$ cat src/rtl/ps2_scancode_rx.sv
// PS/2 device-to-host frame receiver: synchronises and de-glitches the PS/2 clock,
// checks start/odd-parity/stop and presents the scan code. Optional macro: PS2_BREAK_FILTER_EN.
module ps2_scancode_rx #(
    parameter int FILTER_LEN  = 8,
    parameter int TIMEOUT_CYC = 50000
) (
    input  logic       iCLK,
    input  logic       iRST,
    input  logic       iPS2_CLK,
    input  logic       iPS2_DAT,
    output logic [7:0] oSCAN_CODE,
    output logic       oVALID,
    output logic       oERR,
    output logic       oBUSY,
    output logic [3:0] oHEX1,
    output logic [3:0] oHEX0
);
    localparam int TW = $clog2(TIMEOUT_CYC + 1);
    localparam logic [TW-1:0] TIMER_MAX = TW'(TIMEOUT_CYC - 1);

    typedef enum logic [1:0] {IDLE, RECV, CHECK} state_t;

    state_t                 state_q, state_d;
    logic [1:0]             clk_sync_q, dat_sync_q;
    logic [FILTER_LEN-1:0]  filter_q, filter_d;
    logic                   filt_clk_q, filt_clk_d;
    logic [3:0]             bitcnt_q, bitcnt_d;
    logic [TW-1:0]          timer_q, timer_d;
    logic [7:0]             shift_q, shift_d;
    logic                   parity_q, parity_d;
    logic                   stop_q, stop_d;
    logic [7:0]             code_q, code_d;
    logic                   valid_q, valid_d;
    logic                   err_q, err_d;
    logic                   busy_q, busy_d;
    logic                   fall;
    logic                   dat;
    logic                   good;
`ifdef PS2_BREAK_FILTER_EN
    logic                   brk_q, brk_d;
`endif

    // Filter register reflects the synchronised clock; a fall is the cycle the
    // filtered level is still 1 but the whole history has gone low.
    assign fall = filt_clk_q & ~(|filter_q);
    assign dat  = dat_sync_q[1];
    assign good = (^shift_q ^ parity_q) & stop_q;

    always_comb begin
        state_d    = state_q;
        filter_d   = {filter_q[FILTER_LEN-2:0], clk_sync_q[1]};
        filt_clk_d = filt_clk_q;
        bitcnt_d   = bitcnt_q;
        timer_d    = timer_q;
        shift_d    = shift_q;
        parity_d   = parity_q;
        stop_d     = stop_q;
        code_d     = code_q;
        valid_d    = 1'b0;
        err_d      = 1'b0;
`ifdef PS2_BREAK_FILTER_EN
        brk_d      = brk_q;
`endif
        if (~(|filter_q)) begin
            filt_clk_d = 1'b0;
        end else if (&filter_q) begin
            filt_clk_d = 1'b1;
        end

        case (state_q)
            IDLE: begin
                if (fall && !dat) begin
                    state_d  = RECV;
                    bitcnt_d = 4'd0;
                    timer_d  = '0;
                end
            end
            RECV: begin
                if (fall) begin
                    timer_d = '0;
                    if (bitcnt_q < 4'd8) begin
                        shift_d  = {dat, shift_q[7:1]};
                        bitcnt_d = bitcnt_q + 4'd1;
                    end else if (bitcnt_q == 4'd8) begin
                        parity_d = dat;
                        bitcnt_d = bitcnt_q + 4'd1;
                    end else begin
                        stop_d  = dat;
                        state_d = CHECK;
                    end
                end else if (timer_q == TIMER_MAX) begin
                    state_d = IDLE;
                    err_d   = 1'b1;
                end else begin
                    timer_d = timer_q + TW'(1);
                end
            end
            CHECK: begin
                state_d = IDLE;
                if (good) begin
`ifdef PS2_BREAK_FILTER_EN
                    // Swallow the F0 prefix and the break code that follows it.
                    if (brk_q) begin
                        brk_d = 1'b0;
                    end else if (shift_q == 8'hF0) begin
                        brk_d = 1'b1;
                    end else begin
                        code_d  = shift_q;
                        valid_d = 1'b1;
                    end
`else
                    code_d  = shift_q;
                    valid_d = 1'b1;
`endif
                end else begin
                    err_d = 1'b1;
                end
            end
            default: state_d = IDLE;
        endcase

        busy_d = (state_d != IDLE);
    end

    always_ff @(posedge iCLK) begin
        if (iRST) begin
            state_q    <= IDLE;
            clk_sync_q <= 2'b11;
            dat_sync_q <= 2'b11;
            filter_q   <= '1;
            filt_clk_q <= 1'b1;
            bitcnt_q   <= '0;
            timer_q    <= '0;
            shift_q    <= '0;
            parity_q   <= 1'b0;
            stop_q     <= 1'b0;
            code_q     <= '0;
            valid_q    <= 1'b0;
            err_q      <= 1'b0;
            busy_q     <= 1'b0;
`ifdef PS2_BREAK_FILTER_EN
            brk_q      <= 1'b0;
`endif
        end else begin
            state_q    <= state_d;
            clk_sync_q <= {clk_sync_q[0], iPS2_CLK};
            dat_sync_q <= {dat_sync_q[0], iPS2_DAT};
            filter_q   <= filter_d;
            filt_clk_q <= filt_clk_d;
            bitcnt_q   <= bitcnt_d;
            timer_q    <= timer_d;
            shift_q    <= shift_d;
            parity_q   <= parity_d;
            stop_q     <= stop_d;
            code_q     <= code_d;
            valid_q    <= valid_d;
            err_q      <= err_d;
            busy_q     <= busy_d;
`ifdef PS2_BREAK_FILTER_EN
            brk_q      <= brk_d;
`endif
        end
    end

    assign oSCAN_CODE = code_q;
    assign oHEX1      = code_q[7:4];
    assign oHEX0      = code_q[3:0];
    assign oVALID     = valid_q;
    assign oERR       = err_q;
    assign oBUSY      = busy_q;
endmodule

$ cat config.mk
export PLATFORM = sky130hd
export DESIGN_NAME = ps2_scancode_rx
export DESIGN_NICKNAME = d
export VERILOG_FILES = /design/src/rtl/ps2_scancode_rx.sv
export SDC_FILE = /design/constraint.sdc
export NUM_CORES = 1
export LEC_CHECK = 0
export ABC_AREA = 1
export BUFFER_PORTS_ARGS = -buffer_cell sky130_fd_sc_hd__buf_2
export CAP_MARGIN = 10
export CORE_AREA = 8 8 74 89
export DETAILED_ROUTE_END_ITERATION = 10
export DIE_AREA = 0 0 82 97
export PLACE_DENSITY_LB_ADDON = 0.08
export RECOVER_POWER = 100
export SLEW_MARGIN = 20
export SYNTH_ARGS = -nofsm -noshare
export SYNTH_HDL_FRONTEND = slang
export SYNTH_SLANG_ARGS = --single-unit
$ cat constraint.sdc
create_clock -name iCLK -period 2.2 [get_ports iCLK]
set_clock_uncertainty 0.2 [all_clocks]
set_input_delay 0.44 -clock iCLK [delete_from_list [all_inputs] [get_ports iCLK]]
set_output_delay 0.44 -clock iCLK [all_outputs]
set_load 0.03 [all_outputs]
==> out/results.env <==
OUTCOME='finished, final reports clean'
SETUP_VIOL=0
MAXIMUM_NUMBER_OF_PINS_ON_ONE_NET_BEFORE_GLOBAL_ROUTE_REPAIR=32
DETAIL_ROUTE.DRC_VIOLATIONS=0
POST_CTS_RESIZED=0
CTS_MADE_BUFFERS=5
POSTCTSHOLDBUFS=0
FIRST_GLOBAL_VIAS=2513
POSTSYNTHCELLCOUNT=442
INITIALDRTVIOLATIONCOUNT=102
REPORT.POWER.TOTAL_W=0.00162
TIMING_HOLD_VIOLATIONS_FINAL=0
FINAL_ANTENNA_NET_COUNT=0
DRT-PASS1-ITER-COUNT=4
CLKTRANSATPATHREGS_NS=0.10
POST-ROUTE-PERIOD-UTIL_PCT=91.6
SYNTHESIS.AREA_PER_INSTANCE_SQ_UM=6.77
DETAIL_ROUTE.VIAS_PER_CELL=5.28
ROUTABILITY_CONGESTION_ESTIMATE=0.907
FIN_CELLS=519
ARRIVAL_TIME_REPORTED_FOR_THE_CRITICAL_PATH_ENDPOINT_NS=2.03
MAX_FREQ_GHz=0.496
DESIGN.CORE.AREA_SQ_UM=5150
FIN_TNS_SETUP_NS=0
CLOCK-SINKS=56
DIE_WIDTH_UM=82
DP_CELLS=511
DIODES=0
PORT-BUFFER-COUNT=22
NETS=466
CTS.PATH.MAX_BUFFERS=2
FINAL_MAX_SLEW_VIOL_COUNT=0
HOLD_PATH.CLASS='in -> reg'
CTSHTREEMAXLEVEL=2
BOUNDARYPINS=23
YOSYS_WARNINGS=0
INITIAL_UTILIZATION_PCT=58.0
AREA.GROWTH.SYNTH_TO_FINAL_PCT=5.27
CLK-INSERTION-DELAY-LATE_NS=0.32
ROUTED_WIRELENGTH_UM=6280
TIMING.CRITICAL_PATH.CELLS='ha_1 -> nand2_1 -> nor2_2 -> nand4_1 -> nor2_2 -> nand3_2 -> nand3_2 -> nor2_1 -> nor2_1 -> nor2_1'
PERIOD_NEEDED_NS=2.01
MEASURED_SLEW_AT_THE_WORST_SLEW_CHECK_PIN_NS=0.800
FILLCELLCOUNT=514
HPWLAFTERDP_UM=4650
DRIVE_ABOVE_1_SHARE_PCT=9.41
CP_DATA_REQUIRED_TIME_NS=2.22
FINAL_CORE_UTIL_PCT=61.1
SYNTH_SEQ_AREA_SHARE_PCT=37.5
END_KIND='flop'
DIE_H_UM=97
CTS_TREE='yes'
CRITPATHMAXFANOUT=13
FP-ROW-COUNT=29
RSZ0062_AT_GRT='no'
STARTPOINT_TYPE='flop'
P_LEAK_nW=1.31
FP.DIEAREA_SQ_UM=7950
CRIT_PATH_FREQUENT_CELL='nor2_1'
NET_COUNT_OF_THE_MAPPED_NETLIST=452
GRT_ANTENNA_BEFORE_REPAIR=0
GR-TOTAL-OVERFLOW=0
YOSYS.CELL_TYPES.COUNT=34
VIA_COUNT=2741
SLOWEST_DELAY_NS=0.44
RELSLEWSLACK_PCT=46.6
POST_CTS.REPAIR.SETUP_BUFFERS=0
MAX_CAP_VIOL_COUNT=0
NUMBER_OF_REGISTER_BITS_INFERRED_BY_SYNTHESIS=56
WORSTSETUPPATHTYPE='reg -> reg'
ROUTEDWLPERCELL_UM=12.1
POWER.DENSITY_CELL_AREA_nW_PER_UM2=515
GRTUSAGETOTAL_PCT=16.7
CTSROOTBUFFERMASTER='clkbuf_8'
SYNTHESIS.AREA_SQ_UM=2990
IR_WORST_VDD_uV=320
FIRST_PASS_GRT_WIRE_LENGTH_UM=10800
CELL_WITH_THE_BIGGEST_INDIVIDUAL_DELAY_ON_THE_CRITICAL_PATH='dfxtp_1'
-- flip-flops by register name, indices dropped and copies added (netlist names), 2 cells and up --
name        count
timer_q        16
filter_q        8
oSCAN_CODE      8
shift_q         8
bitcnt_q        4
clk_sync_q      2
dat_sync_q      2
state_q         2
-- per-stage QoR --
stage | instance area [sq um] | hold slack (ns) | setup slack [ns]
floorplan | 2990 | 0.189 | 0.412
global placement | 3100 | 0.192 | 0.277
detailed placement | 3100 | 0.199 | 0.200
CTS | 3190 | 0.104 | 0.197
global route | 3150 | 0.0980 | 0.00698
finish | 3150 | 0.110 | 0.186
-- Yosys cell counts --
cell / number / area, sq um
nor2_2: 3 / 18.8
o21bai_1: 2 / 15.0
nor3_1: 9 / 45.0
nand2_1: 117 / 439
or2_2: 6 / 37.5
nor2_1: 62 / 233
inv_2: 8 / 30.0
o211a_1: 1 / 10.0
nand2_2: 1 / 6.26
dfxtp_1: 56 / 1120
o211ai_1: 1 / 7.51
o21a_1: 1 / 7.51
buf_4: 9 / 67.6
nand3_2: 3 / 30.0
a21oi_1: 26 / 130
nor3_2: 3 / 30.0
o221a_2: 1 / 11.3
o21ai_0: 18 / 90.1
nor2_8: 1 / 20.0
clkbuf_1: 6 / 22.5
inv_1: 46 / 173
buf_1: 2 / 7.51
nand2_4: 2 / 22.5
nand3b_4: 1 / 20.0
nand3_1: 23 / 115
buf_6: 1 / 11.3
nand4_2: 2 / 25.0
xor2_1: 3 / 26.3
ha_1: 6 / 75.1
nor2_4: 1 / 11.3
nor4_1: 2 / 12.5
buf_2: 2 / 10.0
xnor2_1: 1 / 8.76
nand4_1: 16 / 100
-- metal layers --
| metal | wire length, um | vias to the layer above | track usage (%) | share of wire, % |
|---|---|---|---|---|
| met5 | 0 | - | 0 | 0 |
| met4 | 178 | 0 | 8.54 | 2.8 |
| met3 | 299 | 18 | 2.87 | 4.8 |
| met2 | 3300 | 55 | 30.1 | 53 |
| met1 | 2500 | 1240 | 17.3 | 40 |
| li1 | - | 1428 | - | - |
-- critical path: cells and delay by family (launching register included) --
family        cells  cell delay [ns]
simple gates      9             1.08
fa+ha+maj         1             0.20
flops             1             0.44
-- placed cells by master, fill, tap and decap left out, types with 3 or more instances in the layout --
cell        n
nand2_1   117
nor2_1     62
dfxtp_1    56
inv_1      47
a21oi_1    26
nand3_1    23
clkbuf_1   22
o21ai_0    18
nand4_1    17
nor3_1      9
inv_2       7
or2_2       6
ha_1        6
clkbuf_8    5
nor2_2      3
nand3_2     3
nor3_2      3
xor2_1      3
-- final timing paths --
path                             from                  endpoint  slack (ns)  cells past startpoint
max reg2reg   timer_q[0]$_SDFFE_PP0P_  timer_q[15]$_SDFFE_PP0P_        0.19                     10
min reg2reg  clk_sync_q[1]$_SDFF_PP1_    filter_q[0]$_SDFF_PP1_        0.21                      1
min                          iPS2_CLK  clk_sync_q[0]$_SDFF_PP1_        0.11                      2
max           timer_q[0]$_SDFFE_PP0P_  timer_q[15]$_SDFFE_PP0P_        0.19                     10
-- cell type report --
cell class                 count  area, sq um  share of cell area [%]
clock buffer                   5         68.8                    2.19
inverter                      54          203                    6.44
timing repair buffer          27          113                    3.58
clock inverter                 3         23.8                   0.755
sequential                    56         1120                    35.6
tap                           62         77.6                    2.46
multi-input combinational    312         1540                    49.0
-- cells by family (layout without fill, tap and decap cells) --
family | Yosys count | count (layout) | share of synthesized area, %
AO/OA/AOI/OAI | 50 | 50 | 9.08
XOR/XNOR | 4 | 4 | 1.17
adder cells (fa/ha/maj) | 6 | 6 | 2.51
buffers and inverters | 74 | 89 | 10.8
flip-flops | 56 | 56 | 37.5
AND/OR/NAND/NOR | 252 | 252 | 39.0
-- power by group --
part           internal (W)  switching (W)
logic             0.0000103      0.0000234
clock network      0.000226       0.000344
registers           0.00102    0.000000849
No activity file was read; power rests on OpenSTA's default activity.
